`src/rtl/apb_regfile_pkg.sv`:
```
// Shared definitions for the APB-to-regfile bridge: FSM encoding, APB response codes
// and a small helper used to size the latency counter.
package apb_regfile_pkg;

  localparam logic [2:0] ST_IDLE   = 3'd0;
  localparam logic [2:0] ST_ACCESS = 3'd1;
  localparam logic [2:0] ST_WAIT   = 3'd2;
  localparam logic [2:0] ST_DONE   = 3'd3;
  localparam logic [2:0] ST_ERR    = 3'd4;

  typedef enum logic [2:0] {
    S_IDLE   = ST_IDLE,
    S_ACCESS = ST_ACCESS,
    S_WAIT   = ST_WAIT,
    S_DONE   = ST_DONE,
    S_ERR    = ST_ERR
  } state_e;

  localparam logic RESP_OKAY   = 1'b0;
  localparam logic RESP_SLVERR = 1'b1;

  function automatic int lat_max(input int a, input int b);
    return (a > b) ? a : b;
  endfunction

endpackage

```
`src/rtl/apb_addr_chk.sv`:
```
// Address legality check for a single regfile window: word aligned and within 0..addr_hi.
module apb_addr_chk
  import apb_regfile_pkg::*;
#(
  parameter int ADDR_WIDTH = 32
) (
  input  logic [ADDR_WIDTH-1:0] paddr,
  input  logic [ADDR_WIDTH-1:0] addr_hi,
  output logic                  addr_err
);

  assign addr_err = (paddr[1:0] != 2'b00) || (paddr > addr_hi);

endmodule

```
`src/rtl/apb_regfile_bridge.sv`:
```
// APB3 slave that turns each APB transfer into one regfile bus strobe, stretching the
// access with wait states to cover the regfile read/write latency.
module apb_regfile_bridge
  import apb_regfile_pkg::*;
#(
  parameter int                    ADDR_WIDTH  = 32,
  parameter int                    WDATA_WIDTH = 32,
  parameter int                    RDATA_WIDTH = 32,
  parameter int                    RD_LAT      = 1,
  parameter int                    WR_LAT      = 1,
  parameter logic [ADDR_WIDTH-1:0] ADDR_HI     = 'h4
) (
  input  logic                   clk,
  input  logic                   reset_n,
  input  logic                   psel,
  input  logic                   penable,
  input  logic                   pwrite,
  input  logic [ADDR_WIDTH-1:0]  paddr,
  input  logic [WDATA_WIDTH-1:0] pwdata,
  output logic [RDATA_WIDTH-1:0] prdata,
  output logic                   pready,
  output logic                   pslverr,
  output logic                   reg_en,
  output logic                   reg_we,
  output logic [ADDR_WIDTH-1:0]  reg_addr,
  output logic [WDATA_WIDTH-1:0] reg_wdata,
  input  logic [RDATA_WIDTH-1:0] reg_rdata
);

  localparam int CW = $clog2(lat_max(RD_LAT, WR_LAT) + 1);

  state_e                 state_q;
  logic [CW-1:0]          cnt_q;
  logic                   write_q;
  logic [ADDR_WIDTH-1:0]  addr_q;
  logic [WDATA_WIDTH-1:0] wdata_q;
  logic [RDATA_WIDTH-1:0] prdata_q;
  logic                   pready_q;
  logic                   pslverr_q;
  logic                   reg_en_q;
  logic                   reg_we_q;
  logic                   addr_err;
  logic [CW-1:0]          lat_d;

  apb_addr_chk #(
    .ADDR_WIDTH(ADDR_WIDTH)
  ) u_addr_chk (
    .paddr   (paddr),
    .addr_hi (ADDR_HI),
    .addr_err(addr_err)
  );

  assign lat_d = write_q ? CW'(WR_LAT) : CW'(RD_LAT);

  // Handshake: a transfer starts on a setup phase (psel & ~penable) seen in IDLE and ends
  // on a single-cycle pready; psel must stay high until then, otherwise the transfer is
  // dropped without a response. reg_en is a single-cycle strobe, reg_we is qualified by it.
  always_ff @(posedge clk or negedge reset_n) begin
    if (!reset_n) begin
      state_q   <= S_IDLE;
      cnt_q     <= '0;
      write_q   <= 1'b0;
      addr_q    <= '0;
      wdata_q   <= '0;
      prdata_q  <= '0;
      pready_q  <= 1'b0;
      pslverr_q <= 1'b0;
      reg_en_q  <= 1'b0;
      reg_we_q  <= 1'b0;
    end else begin
      prdata_q  <= '0;
      pready_q  <= 1'b0;
      pslverr_q <= 1'b0;
      reg_en_q  <= 1'b0;
      reg_we_q  <= 1'b0;
      case (state_q)
        S_IDLE: begin
          if (psel && !penable) begin
            addr_q  <= paddr;
            wdata_q <= pwdata;
            write_q <= pwrite;
            if (addr_err) begin
              state_q   <= S_ERR;
              pready_q  <= 1'b1;
              pslverr_q <= RESP_SLVERR;
            end else begin
              state_q  <= S_ACCESS;
              reg_en_q <= 1'b1;
              reg_we_q <= pwrite;
            end
          end
        end
        S_ACCESS: begin
          if (!psel) begin
            state_q <= S_IDLE;
          end else begin
            cnt_q   <= lat_d;
            state_q <= S_WAIT;
          end
        end
        S_WAIT: begin
          cnt_q <= cnt_q - CW'(1);
          if (!psel) begin
            state_q <= S_IDLE;
          end else if (cnt_q == CW'(1)) begin
            state_q   <= S_DONE;
            pready_q  <= 1'b1;
            pslverr_q <= RESP_OKAY;
            if (!write_q) prdata_q <= reg_rdata;
          end
        end
        S_DONE, S_ERR: state_q <= S_IDLE;
        default:       state_q <= S_IDLE;
      endcase
    end
  end

  assign prdata    = prdata_q;
  assign pready    = pready_q;
  assign pslverr   = pslverr_q;
  assign reg_en    = reg_en_q;
  assign reg_we    = reg_we_q;
  assign reg_addr  = addr_q;
  assign reg_wdata = wdata_q;

endmodule

```
`config.mk`:
```
export PLATFORM = sky130hd
export DESIGN_NAME = apb_regfile_bridge
export DESIGN_NICKNAME = d
export VERILOG_FILES = /design/src/rtl/apb_regfile_pkg.sv /design/src/rtl/apb_addr_chk.sv /design/src/rtl/apb_regfile_bridge.sv
export SDC_FILE = /design/constraint.sdc
export NUM_CORES = 1
export LEC_CHECK = 0
export BUFFER_PORTS_ARGS = -buffer_cell sky130_fd_sc_hd__buf_2
export CAP_MARGIN = 20
export CORE_MARGIN = 10
export CORE_UTILIZATION = 47
export DETAILED_ROUTE_END_ITERATION = 16
export GPL_TIMING_DRIVEN = 0
export PLACE_DENSITY = 0.88
export SKIP_CTS_REPAIR_TIMING = 1
export SYNTH_ARGS = -nofsm -noshare
export SYNTH_HDL_FRONTEND = slang
export SYNTH_HIERARCHICAL = 1
export SYNTH_SLANG_ARGS = --single-unit
```
`constraint.sdc`:
```
create_clock -name clk -period 2.4 [get_ports clk]
set_input_delay 0.48 -clock clk [delete_from_list [all_inputs] [get_ports clk]]
set_output_delay 0.48 -clock clk [all_outputs]
set_load 0.005 [all_outputs]
```
* After elaboration in Yosys (flattened, before gate mapping)
Index checks and enable logic that the tools add are counted.
** Cells by class
- Bitwise gates (word level) :: 0
- Div/mod/pow operators :: 0
- Muxes and demuxes :: 24
- Reductions and logical operators :: 9
- Add/subtract/negate cells :: 1
- Multipliers :: 0
- Shift operators :: 0
- Equality and inequality tests :: 5
- Order comparisons :: 1
** Operators by type and width (count)
- $mux 32 :: 4
- $gt 32x3->1 const B :: 1
- $mux 1 :: 12
- $mux 3 :: 4
- $pmux 3 s3 :: 1
- $reduce_and 2->1 :: 3
- $ne 2x2->1 const B :: 2
- $pmux 1 s2 :: 2
- $reduce_bool 2->1 :: 2
- $eq 3x1->1 const B :: 1
- $eq 3x2->1 const B :: 1
- $logic_not 3->1 :: 1
- $ne 3x3->1 const B :: 1
- $mux 2 :: 1
- $logic_and 1x1->1 :: 1
- $logic_not 1->1 :: 1
- $logic_or 1x1->1 :: 1
- $sub 1x1->1 const B :: 1
** Storage, ports and cells
- Memories kept :: 0
- Output and inout bits :: 100
- Register bits after elaboration :: 105
- Memory bits (read-only) :: 0
- Latch bits :: 0
- Memory bits (writable) :: 0
- Input port bits :: 101
- Word-level logic and storage cells :: 50

* Depth between registers and ports, before layout
Gate-level depths: netlist of the first run.
- Word-level depth :: 5
- Gate-level depth with buffers :: 10
- Gate-level depth less buffers :: 10

* Cells and area by module
Netlist of the first run, hierarchy kept.
** By module, submodules not included
- apb_regfile_bridge :: sequential area each 2627.5 um^2, instances 1, cells each 235, area an instance 3774.9 um^2
- apb_addr_chk :: sequential area each 0.0 um^2, instances 1, cells each 111, area an instance 812.0 um^2

* Worst setup path after synthesis of the first run
OpenSTA, ideal clock, no wires.
- Path kind :: in2reg
- Start :: input paddr[14]
- End :: register state_q[0]
- Path slack :: 0.250 ns
- Library setup time :: 0.123 ns
- Arrival time :: 2.028 ns
- Required time :: 2.277 ns
- Buffers on the path :: 0
- Stages :: 9
- Cells stage by stage :: ha_1 > nand4_1 > nor4_1 > a21boi_0 > o31ai_1 > a32oi_1 > inv_1 > a22oi_1 > nor3_1
** Between the ends
- Longest elaborated chain between the ends :: 5
** Ends and longest elaborated chain
- start: declaration :: RTL line apb_regfile_bridge.sv:18 : input logic [ADDR_WIDTH-1:0] paddr,
- $gt 32x3->1 :: RTL line apb_addr_chk.sv:12 : assign addr_err = (paddr[1:0] != 2'b00) || (paddr > addr_hi);
- $logic_or 1x1->1 :: RTL line apb_addr_chk.sv:12
- named net addr_err :: RTL line apb_regfile_bridge.sv:42 : logic addr_err;
- $mux 3 :: RTL line apb_regfile_bridge.sv:82 : if (addr_err) begin
- $mux 3 :: RTL line apb_regfile_bridge.sv:78 : if (psel && !penable) begin
- $pmux 3 s3 :: RTL line apb_regfile_bridge.sv:76 : case (state_q)
- end signal: assignment :: RTL line apb_regfile_bridge.sv:83 : state_q <= S_ERR;
- end signal: assignment :: RTL line apb_regfile_bridge.sv:87 : state_q <= S_ACCESS;
- end signal: assignment :: RTL line apb_regfile_bridge.sv:95 : state_q <= S_IDLE;
- end: declaration :: RTL line apb_regfile_bridge.sv:32 : state_e state_q;
The timed path passes the listed nets, and every way through them passes these cells. The select of a mux whose other input is x is not followed.
A chain may end at the register's enable or synchronous reset.

* Worst setup path in the final report of the first run
Ends and elaborated chain as after synthesis.

==> results by group, run 1 <==
Worst setup path
  • Critical Path RT: 2.64 ns
  • Worst EP arrival: 2.47 ns
  • Worst Setup End Kind: register
  • Crit-path max FO: 4
  • Critical path type: primary input to register
  • CP startpoint kind: primary input

Clocking
  • Max clock buf depth: 2
  • H-tree depth: 3
  • CTS tree: yes
  • Root cell of the clock tree: clkbuf_8
  • Total clock sinks: 105
  • Total CTS buffers: 9
  • CTS clk-pin slew, worst paths: 0.11 ns
  • Worst-Skew Late Latency: 0.36 ns

Timing
  • Skew final: 0.0145 ns
  • RSZ-0062 raised after global routing: false
  • Period minus WS final: 2.23 ns
  • Fmax: 448 MHz
  • Slew HR: 45.9%
  • Final hold violations: 0
  • Total negative slack: 0 ns
  • Final Setup Violations: 0
  • Period utilisation layout: 93.0%
  • Worst Tran Pin Value: 0.800 ns
  • Slew Viols, Final: 0

Power and ir drop
  • Pwr Density: 686 mW/mm2
  • Final Total Pwr: 4.20 mW
  • Flop pwr share: 51.4%
  • Total net switching power: 1.15 mW
  • Internal Power: 3.04 mW
  • Clk pwr share: 27.0%
  • Peak supply drop: 433 uV
  • Comb pwr share: 21.6%
  • Sw Share: 27.5%
  • Lkg Pwr: 3.25 nW

Run
  • Max_cap viols: 0

Finish
  • Synth-to-layout area growth: 33.4%
  • Fin util: 65.3%
  • Diode count: 0
  • Fill cell count: 760
  • Share of cells above drive strength 1: 49.7%
  • Post-layout nets: 721

Detailed routing
  • Final ANT Viol Nets: 0
  • # DRC: 0
  • DRT iter0 DRCs: 167
  • Via count: 3,462
  • Vias/cell: 4.80
  • DR pass1 iterations: 4
  • Routed WL per cell: 16.1 um
  • Final WL: 11,600 um

Synthesis
  • Cell taking the most area after synthesis: dfrtp_1
  • Register area share after synthesis: 57.3%
  • Area contributors post-synth: dfrtp_1 57%, mux2_2 14%, ha_1 8.7%, and2_1 4.4%, inv_1 2.8%
  • Synth cell types: 38
  • Yosys top cell area share: 57.3%
  • Mean Syn Cell Area: 13.3 um2
  • Seq cells post-synth: 105
  • Cell Area, Synth: 0.00459 mm2
  • Cell count after synthesis: 346
  • Ys Warns: 6

Place
  • IO buf count: 200
  • Dpl hpwl: 9740 um
  • Gpl congestion: 0.756

Floorplan
  • Core area: 0.00937 mm2
  • Starting Density: 48.9%
  • Die ar.: 0.0141 mm2
  • Io pins: 201
  • Chip height: 119 um
  • Die X: 119 um
  • Cell Rows: 35

Global route
  • Vias in the first global route: 3,825
  • Largest net degree at the start of global routing: 60
  • First-pass GRT wire length: 18,900 um
  • Grt met1 use: 17.4%
  • Total GRT Usage: 16.3%
  • Initial antenna violation count: 0
  • Most Used Layer, Global Route: met2
  • Global route overflow: 0
  • M3 GR Usage: 6.57%
  • Met2 Use GR: 29.0%

Hold path
  • Hold crit path type: primary input to async pin

Outcome
  • Status: finished clean
layout by cell type, fill, tap and decap left out, types with 2 or more instances in the layout:
cell,netlist,final
inv_6,0,2
mux2_2,59,59
o21ai_0,3,3
clkbuf_8,0,9
a22oi_1,2,2
nor2_1,6,6
dfrtp_1,105,105
buf_2,6,205
ha_1,32,32
inv_1,34,34
nand2b_1,2,2
a21o_1,4,4
nand4_1,5,5
o211ai_1,2,2
conb_1,2,32
mux2_4,6,6
buf_6,2,2
and3_1,2,2
nor3_1,3,3
a21oi_1,11,11
nand2_1,5,5
and2_1,32,32
clkbuf_1,3,3
inv_8,0,2
nand3_1,4,4
layout make-up:
class / instances / area, um2 / share of cell area, %
Timing Repair Buffer: 201 / 1030 / 16.9
Multi-Input combinational cell: 226 / 1900 / 31.0
Clock inverter: 7 / 83.8 / 1.37
Buffer: 11 / 63.8 / 1.04
Clock buffer: 9 / 124 / 2.02
Inverter: 34 / 128 / 2.09
Sequential cell: 105 / 2630 / 42.9
Tap cell: 129 / 161 / 2.64
logic make-up after synthesis:
| kind of cell | after synthesis | synth area share (%) |
|---|---|---|
| adders and majority gates | 32 | 8.73 |
| and+or+nand+nor | 67 | 8.78 |
| AOI/OAI and AO/OA | 30 | 4.42 |
| DFF | 105 | 57.3 |
| other | 2 | 0.164 |
| buffers and inverters | 45 | 4.17 |
| muxes | 65 | 16.4 |
cell usage after synthesis:
cell / count
and4_4: 1
conb_1: 2
and3_1: 2
or4_1: 1
nor3_1: 3
nand2_1: 5
nand2b_4: 1
a2111o_1: 1
nand3_1: 4
mux2_2: 59
dfrtp_1: 105
and4_1: 1
a32oi_1: 1
buf_2: 6
a2111oi_1: 1
and2_1: 32
a21oi_1: 11
o31ai_1: 1
nor4b_1: 1
a21o_1: 4
ha_1: 32
o22a_1: 1
a221o_1: 1
a22oi_1: 2
o211ai_1: 2
mux2_4: 6
nor4_1: 1
nor2_1: 6
nor2b_1: 1
nor3b_1: 1
nand4_1: 5
o21ai_0: 3
buf_6: 2
clkbuf_1: 3
a221oi_1: 1
inv_1: 34
a21boi_0: 1
nand2b_1: 2
final timing paths:
kind / start / endpoint / slack, ns / depth (start not counted)
worst max-delay path: paddr[14] / state_q[0]$_DFFE_PN0P_ / 0.17 / 10
max in group asynchronous: reset_n / prdata[14]$_DFF_PN0_ / 1.58 / 2
min in group clk: reg_rdata[6] / prdata[6]$_DFF_PN0_ / 0.32 / 2
worst min-delay path: reset_n / reg_addr[1]$_DFFE_PN0P_ / 0.12 / 1
worst min register to register: reg_wdata[18]$_DFFE_PN0P_ / reg_wdata[18]$_DFFE_PN0P_ / 0.51 / 1
worst max register to register: state_q[0]$_DFFE_PN0P_ / prdata[22]$_DFF_PN0_ / 0.48 / 4
critical path, cell delays in order:
cell	delay (ns)
buf_2	0.11
ha_1	0.31
nand4_1	0.19
nor4_2	0.38
a21boi_0	0.22
o31ai_1	0.11
a32oi_2	0.31
inv_1	0.14
a22oi_1	0.15
nor3_1	0.06
flip-flops by register name, indices dropped and copies added, names as in the netlist:
register   cells
prdata        32
reg_addr      32
reg_wdata     32
state_q        3
cnt_q          1
pready         1
pslverr        1
reg_en         1
reg_we         1
write_q        1
power groups by stage:
stage          clock network, mW  logic [mW]  registers [mW]
6_report                    1.13       0.907            2.16
5_1_grt                     1.25        1.02            2.19
4_1_cts                     1.18       0.931            2.16
3_5_place_dp                   0       0.929            2.19
3_3_place_gp                   0       0.884            2.17
2_1_floorplan                  0       0.398            2.21
through the flow:
step                hold slack [ns]  std cells  instance area [um2]  worst slack (ns)
global route                  0.151        722                 6120            0.0115
global placement              0.465        705                 5860            -0.231
finish                        0.124        722                 6120             0.168
floorplan                     0.184        376                 4700             0.250
CTS                           0.141        722                 6100            0.0346
detailed placement            0.486        706                 5890            -0.367
metal layers:
metal / part of all wire, % / up-vias / wire, um
li1: - / 1631 / -
met1: 38 / 1656 / 4390
met2: 51 / 154 / 5910
met3: 10 / 21 / 1160
met4: 1.5 / 0 / 173
met5: 0 / - / 0
Power figures use the tool's default switching activity.
==> run 2, diff against run 1 <==
- CORE_UTILIZATION: 47 -> 50
- CTS_CLUSTER_SIZE: not set -> 28
- GPL_TIMING_DRIVEN: 0 -> not set
- PLACE_DENSITY: 0.88 -> 0.93
- clock period: 2.4 -> 2.9 ns (I/O delays scaled with it)
==> run 2 against run 1 <==
Net effect:
- register-to-register slack gained 0.35 ns
- clock skew shrank 0.0012 ns
- utilization grew 3.0 points
- total power shrank 18%
- first-iteration DRC count shrank 28%
- wire length grew 0.67%
- worst setup slack gained 0.37 ns
- global-route usage grew 1.1 points
- largest cell class unchanged
- highest routed layer unchanged
==> results by group, run 2 (same netlist as run 1, synthesis figures left out) <==
Outcome
  • Status: finished clean

Global route
  • M3 GR Usage: 4.50% (-2.1 points)
  • Grt met1 use: 18.5% (+1.0 points)
  • Global route overflow: 0 (unchanged)
  • Total GRT Usage: 17.5% (+1.1 points)
  • Vias in the first global route: 3,646 (-4.7%)
  • Initial antenna violation count: 0 (unchanged)
  • First-pass GRT wire length: 18,300 um (-3.0%)
  • Largest net degree at the start of global routing: 70 (+17%)
  • Most Used Layer, Global Route: met2
  • Met2 Use GR: 32.6% (+3.6 points)

Finish
  • Post-layout nets: 712 (-1.2%)
  • Non-filler cells, final: 691 (-4.3%)
  • Diode count: 0 (unchanged)
  • Fill cell count: 633 (-17%)
  • Most frequent cells in the layout: 199 x buf_2, 105 x dfrtp_1, 59 x mux2_2, 34 x inv_1
  • Share of cells above drive strength 1: 49.2% (-0.52 points)
  • Most common cell after layout, fill and taps aside: buf_2
  • Synth-to-layout area growth: 31.1%

Timing
  • Period minus WS final: 2.36 ns
  • Final Setup Violations: 0 (unchanged)
  • Worst-case hold slack: 0.295 ns (+0.171 ns)
  • Worst Tran Pin Value: 0.878 ns (+0.0789 ns)
  • Setup slack after layout: 0.536 ns (+0.368 ns)
  • Slew Viols, Final: 0 (unchanged)
  • Period utilisation layout: 81.5%
  • Fmax: 423 MHz
  • Final hold violations: 0 (unchanged)
  • Slew HR: 41.4% (-4.5 points)
  • RSZ-0062 raised after global routing: false
  • Skew final: 0.0133 ns (-0.00118 ns)
  • Total negative slack: 0 ns (unchanged)

Place
  • Gpl congestion: 0.837 (+11%)
  • Worst slack, placed: 0.115 ns (+0.481 ns)
  • Placed cell count: 676 (-4.2%)
  • Dpl hpwl: 9560 um (-1.8%)
  • IO buf count: 200 (unchanged)

Run
  • Max_cap viols: 0 (unchanged)

Detailed routing
  • Via count: 3,323 (-4.0%)
  • DR pass1 iterations: 4 (unchanged)
  • DRT iter0 DRCs: 120 (-28%)
  • Routed WL per cell: 16.9 um (+5.2%)
  • Vias/cell: 4.81 (+0.29%)
  • # DRC: 0 (unchanged)
  • Final ANT Viol Nets: 0 (unchanged)
  • Final WL: 11,700 um (+0.67%)

Worst setup path
  • Worst Setup End Kind: register
  • CP startpoint kind: primary input
  • Crit-path max FO: 4 (unchanged)
  • CP max-delay cell: nor4_1
  • Cell Chain, Critical Path: buf_2 > ha_1 > nand4_1 > nor4_1 > a21boi_0 > o31ai_1 > a32oi_1 > inv_1 > a22oi_1 > nor3_1
  • Largest stage delay on the critical path: 0.39 ns (about the same)
  • Critical Path RT: 3.15 ns (+0.51 ns)
  • Critical path type: primary input to register
  • R2R setup slack: 0.83 ns (+0.35 ns)
  • Worst EP arrival: 2.62 ns (+0.15 ns)

Clocking
  • Worst-Skew Late Latency: 0.35 ns (about the same)
  • Max clock buf depth: 2 (unchanged)
  • CTS tree: yes
  • Total CTS buffers: 9 (unchanged)
  • Root cell of the clock tree: clkbuf_8
  • H-tree depth: 3 (unchanged)
  • CTS clk-pin slew, worst paths: 0.11 ns (about the same)
  • Total clock sinks: 105 (unchanged)

Floorplan
  • Core area: 0.00881 mm2 (-6.0%)
  • Chip height: 116 um (-2.5%)
  • Starting Density: 52.1% (+3.1 points)
  • Die ar.: 0.0134 mm2 (-5.0%)
  • Cell Rows: 34 (-2.9%)
  • Die X: 116 um (-2.5%)
  • Io pins: 201 (unchanged)

Power and ir drop
  • Peak supply drop: 321 uV (-26%)
  • Lkg Pwr: 3.22 nW (-1.0%)
  • Pwr Density: 572 mW/mm2 (-17%)

Hold path
  • Hold crit path type: primary input to async pin
## run 2: cell count changes in the layout (fill, tap and decap cells not counted), moves of 2 or more
cell      change
clkbuf_1      -3
buf_6         -2
buf_2         -6
buf_4         +2
## run 2: layout make-up
class / instances / area, um2 / area share (%)
timing repair buffer: 203 / 1040 / 17.3
clock buffer: 9 / 124 / 2.06
inverter: 34 / 128 / 2.12
tap: 108 / 135 / 2.25
sequential: 105 / 2630 / 43.7
clock inverter: 6 / 72.6 / 1.21
multi-input combinational: 226 / 1890 / 31.4
## run 2: final timing paths
check	start	endpoint	cells past startpoint
setup / recovery	paddr[14]	state_q[0]$_DFFE_PN0P_	10
hold / removal	reset_n	reg_wdata[5]$_DFFE_PN0P_	1
setup reg to reg	state_q[0]$_DFFE_PN0P_	reg_addr[24]$_DFFE_PN0P_	3
hold reg to reg	reg_wdata[2]$_DFFE_PN0P_	reg_wdata[2]$_DFFE_PN0P_	1
max in group asynchronous	reset_n	reg_addr[27]$_DFFE_PN0P_	2
min in group clk	reg_rdata[14]	prdata[14]$_DFF_PN0_	2
## run 2: through the flow
stage	cell area, um2	utilization [%]	power [mW]
after floorplan	4700	-	2.16
after global placement	5820	66.1	2.53
after detailed placement	5820	66.1	2.58
after CTS	6010	68.3	3.49
after global routing	6010	68.3	3.66
final	6010	68.3	3.44
## run 2: layer usage
layer | vias to the layer above | routed length, um
li1 | 1616 | -
met1 | 1567 | 4290
met2 | 120 | 6380
met3 | 20 | 814
met4 | 0 | 220
met5 | - | 0
## run 2: worst max-delay path, delay by kind of cell
| family | cells | cell delay [ns] |
|---|---|---|
| adder cells (fa/ha/maj) | 1 | 0.31 |
| AND/OR/NAND/NOR | 3 | 0.62 |
| AO/OA/AOI/OAI | 4 | 0.85 |
| buffers and inverters | 2 | 0.26 |
## run 2: report_power, final
part	internal (mW)	switching (mW)	leakage (nW)
Sequential	1.68	0.109	1.32
Combinational	0.417	0.326	1.80
Clock	0.409	0.502	0.102
==> run 3, diff against run 2 <==
- CORE_UTILIZATION: 50 -> 47
- PLACE_DENSITY: 0.93 -> 0.88
- clock period: 2.9 -> 2.5 ns (I/O delays scaled with it)
==> run 3 against run 2 <==
Net effect:
- cell count up 3.6%
- sequential power up 16%
- via count up 1.1%
- wire length down 2.5%
- final area up 0.96%
- total power up 17%
- combinational power up 15%
- register-to-register slack worse by 0.29 ns
- critical path type unchanged
- critical endpoint is now reg_we$_DFF_PN0_
- largest cell class unchanged
- highest routed layer unchanged
==> results by group, run 3 (same netlist as run 1, synthesis figures left out) <==
Detailed routing
  • Routed WL per cell: 15.9 um (-5.9%)
  • Vias/cell: 4.69 (-2.4%)
  • DRT iter0 DRCs: 116 (-3.3%)
  • Final WL: 11,400 um (-2.5%)
  • DR pass1 iterations: 4 (unchanged)
  • Final ANT Viol Nets: 0 (unchanged)
  • Via count: 3,360 (+1.1%)
  • # DRC: 0 (unchanged)

Finish
  • Share of cells above drive strength 1: 49.5% (+0.26 points)
  • Most common cell after layout, fill and taps aside: buf_2
  • Post-layout nets: 714 (+0.28%)
  • Synth-to-layout area growth: 32.4%
  • Most frequent cells in the layout: 199 x buf_2, 105 x dfrtp_1, 59 x mux2_2, 34 x inv_1
  • Non-filler cells, final: 716 (+3.6%)
  • Design Area, Final: 0.00607 mm2 (+0.96%)

Worst setup path
  • Critical path type: primary input to register
  • Crit-path max FO: 4 (unchanged)
  • CP startpoint kind: primary input
  • Worst EP arrival: 2.47 ns (-0.15 ns)
  • Worst Setup End Kind: register
  • Worst Reg-to-Reg Cells: 3 (unchanged)
  • Critical Path RT: 2.75 ns (-0.40 ns)

Clocking
  • Worst-Skew Late Latency: 0.36 ns (about the same)
  • Max clock buf depth: 2 (unchanged)
  • Total clock sinks: 105 (unchanged)
  • Total CTS buffers: 9 (unchanged)
  • Root cell of the clock tree: clkbuf_8
  • CTS tree: yes
  • CTS clk-pin slew, worst paths: 0.11 ns (about the same)
  • H-tree depth: 3 (unchanged)

Run
  • Max_cap viols: 0 (unchanged)

Floorplan
  • Io pins: 201 (unchanged)
  • Core area: 0.00937 mm2 (+6.4%)
  • Chip height: 119 um (+2.6%)
  • Starting Density: 48.9% (-3.1 points)
  • Die ar.: 0.0141 mm2 (+5.3%)
  • Die X: 119 um (+2.6%)
  • Cell Rows: 35 (+2.9%)

Timing
  • Slew Viols, Final: 0 (unchanged)
  • Skew final: 0.00790 ns (-0.00544 ns)
  • Fmax: 450 MHz
  • Setup slack after layout: 0.275 ns (-0.260 ns)
  • Period minus WS final: 2.22 ns
  • Slew HR: 37.0% (-4.4 points)
  • Final Setup Violations: 0 (unchanged)
  • Final hold violations: 0 (unchanged)
  • Worst Tran Pin Value: 0.944 ns (+0.0659 ns)
  • Period utilisation layout: 89.0%
  • RSZ-0062 raised after global routing: false

Power and ir drop
  • Lkg Pwr: 3.24 nW (+0.51%)
  • Peak supply drop: 442 uV (+38%)
  • Pwr Density: 663 mW/mm2 (+16%)

Global route
  • Largest net degree at the start of global routing: 106 (+51%)
  • Global route overflow: 0 (unchanged)
  • Total GRT Usage: 15.8% (-1.6 points)
  • Initial antenna violation count: 1 (+1)
  • First-pass GRT wire length: 18,300 um (-0.19%)
  • Vias in the first global route: 3,699 (+1.5%)

Place
  • Dpl cell area: 0.00586 mm2 (+0.75%)
  • Worst slack, placed: -0.136 ns (-0.251 ns)
  • IO buf count: 200 (unchanged)
  • Placed cell count: 699 (+3.4%)
  • Dpl hpwl: 9120 um (-4.7%)
  • Gpl congestion: 0.799 (-4.6%)

Outcome
  • Status: finished clean

Hold path
  • Hold crit path type: primary input to async pin
==> run 3: cell type report <==
| type | count | area, um2 |
|---|---|---|
| diodes | 1 | 2.50 |
| clock buffers | 9 | 124 |
| clock inverters | 7 | 83.8 |
| fillers | 767 | 3300 |
| inverters | 34 | 128 |
| multi-input cells | 226 | 1890 |
| flip-flops and latches | 105 | 2630 |
| well taps | 129 | 161 |
| repair buffers | 205 | 1050 |
==> run 3: worst paths after layout <==
check / to / slack (ns) / startpoint
max: reg_we$_DFF_PN0_ / 0.28 / paddr[30]
min: reg_addr[19]$_DFFE_PN0P_ / 0.17 / reset_n
max reg2reg: reg_wdata[30]$_DFFE_PN0P_ / 0.54 / state_q[2]$_DFFE_PN0P_
min reg2reg: cnt_q$_DFFE_PN0P_ / 0.51 / state_q[2]$_DFFE_PN0P_
max in group asynchronous: reg_addr[20]$_DFFE_PN0P_ / 1.91 / reset_n
min in group clk: prdata[25]$_DFF_PN0_ / 0.33 / reg_rdata[25]
==> run 3: power by group <==
| part | internal (mW) | switching, mW |
|---|---|---|
| sequential | 1.95 | 0.126 |
| clock | 0.485 | 0.611 |
| combinational | 0.486 | 0.370 |
==> run 3: critical path, cell delays in order <==
cell and delay [ns]:
buf_2 0.11, ha_1 0.26, and4_4 0.20, a2111o_1 0.40
a2111oi_1 0.41, a32oi_1 0.13, buf_4 0.17, nor3b_1 0.28
==> run 3: per-layer routing <==
layer  vias to the layer above  global-route usage [%]  wire (um)
met5                         -                       0          0
met4                         0                    6.03        165
met3                        15                    5.85        978
met2                       126                    27.1       5810
met1                      1602                    17.6       4460
li1                       1617                       -          -
==> run 3: stage by stage <==
stage | utilization [%] | TNS, ns | hold WS [ns] | power, mW
2_1_floorplan | - | 0 | 0.204 | 2.50
3_3_place_gp | 62.5 | -0.0758 | 0.479 | 2.93
3_5_place_dp | 62.5 | -0.258 | 0.489 | 2.98
4_1_cts | 64.8 | 0 | 0.206 | 4.09
5_1_grt | 64.8 | 0 | 0.229 | 4.27
6_report | 64.8 | 0 | 0.169 | 4.02
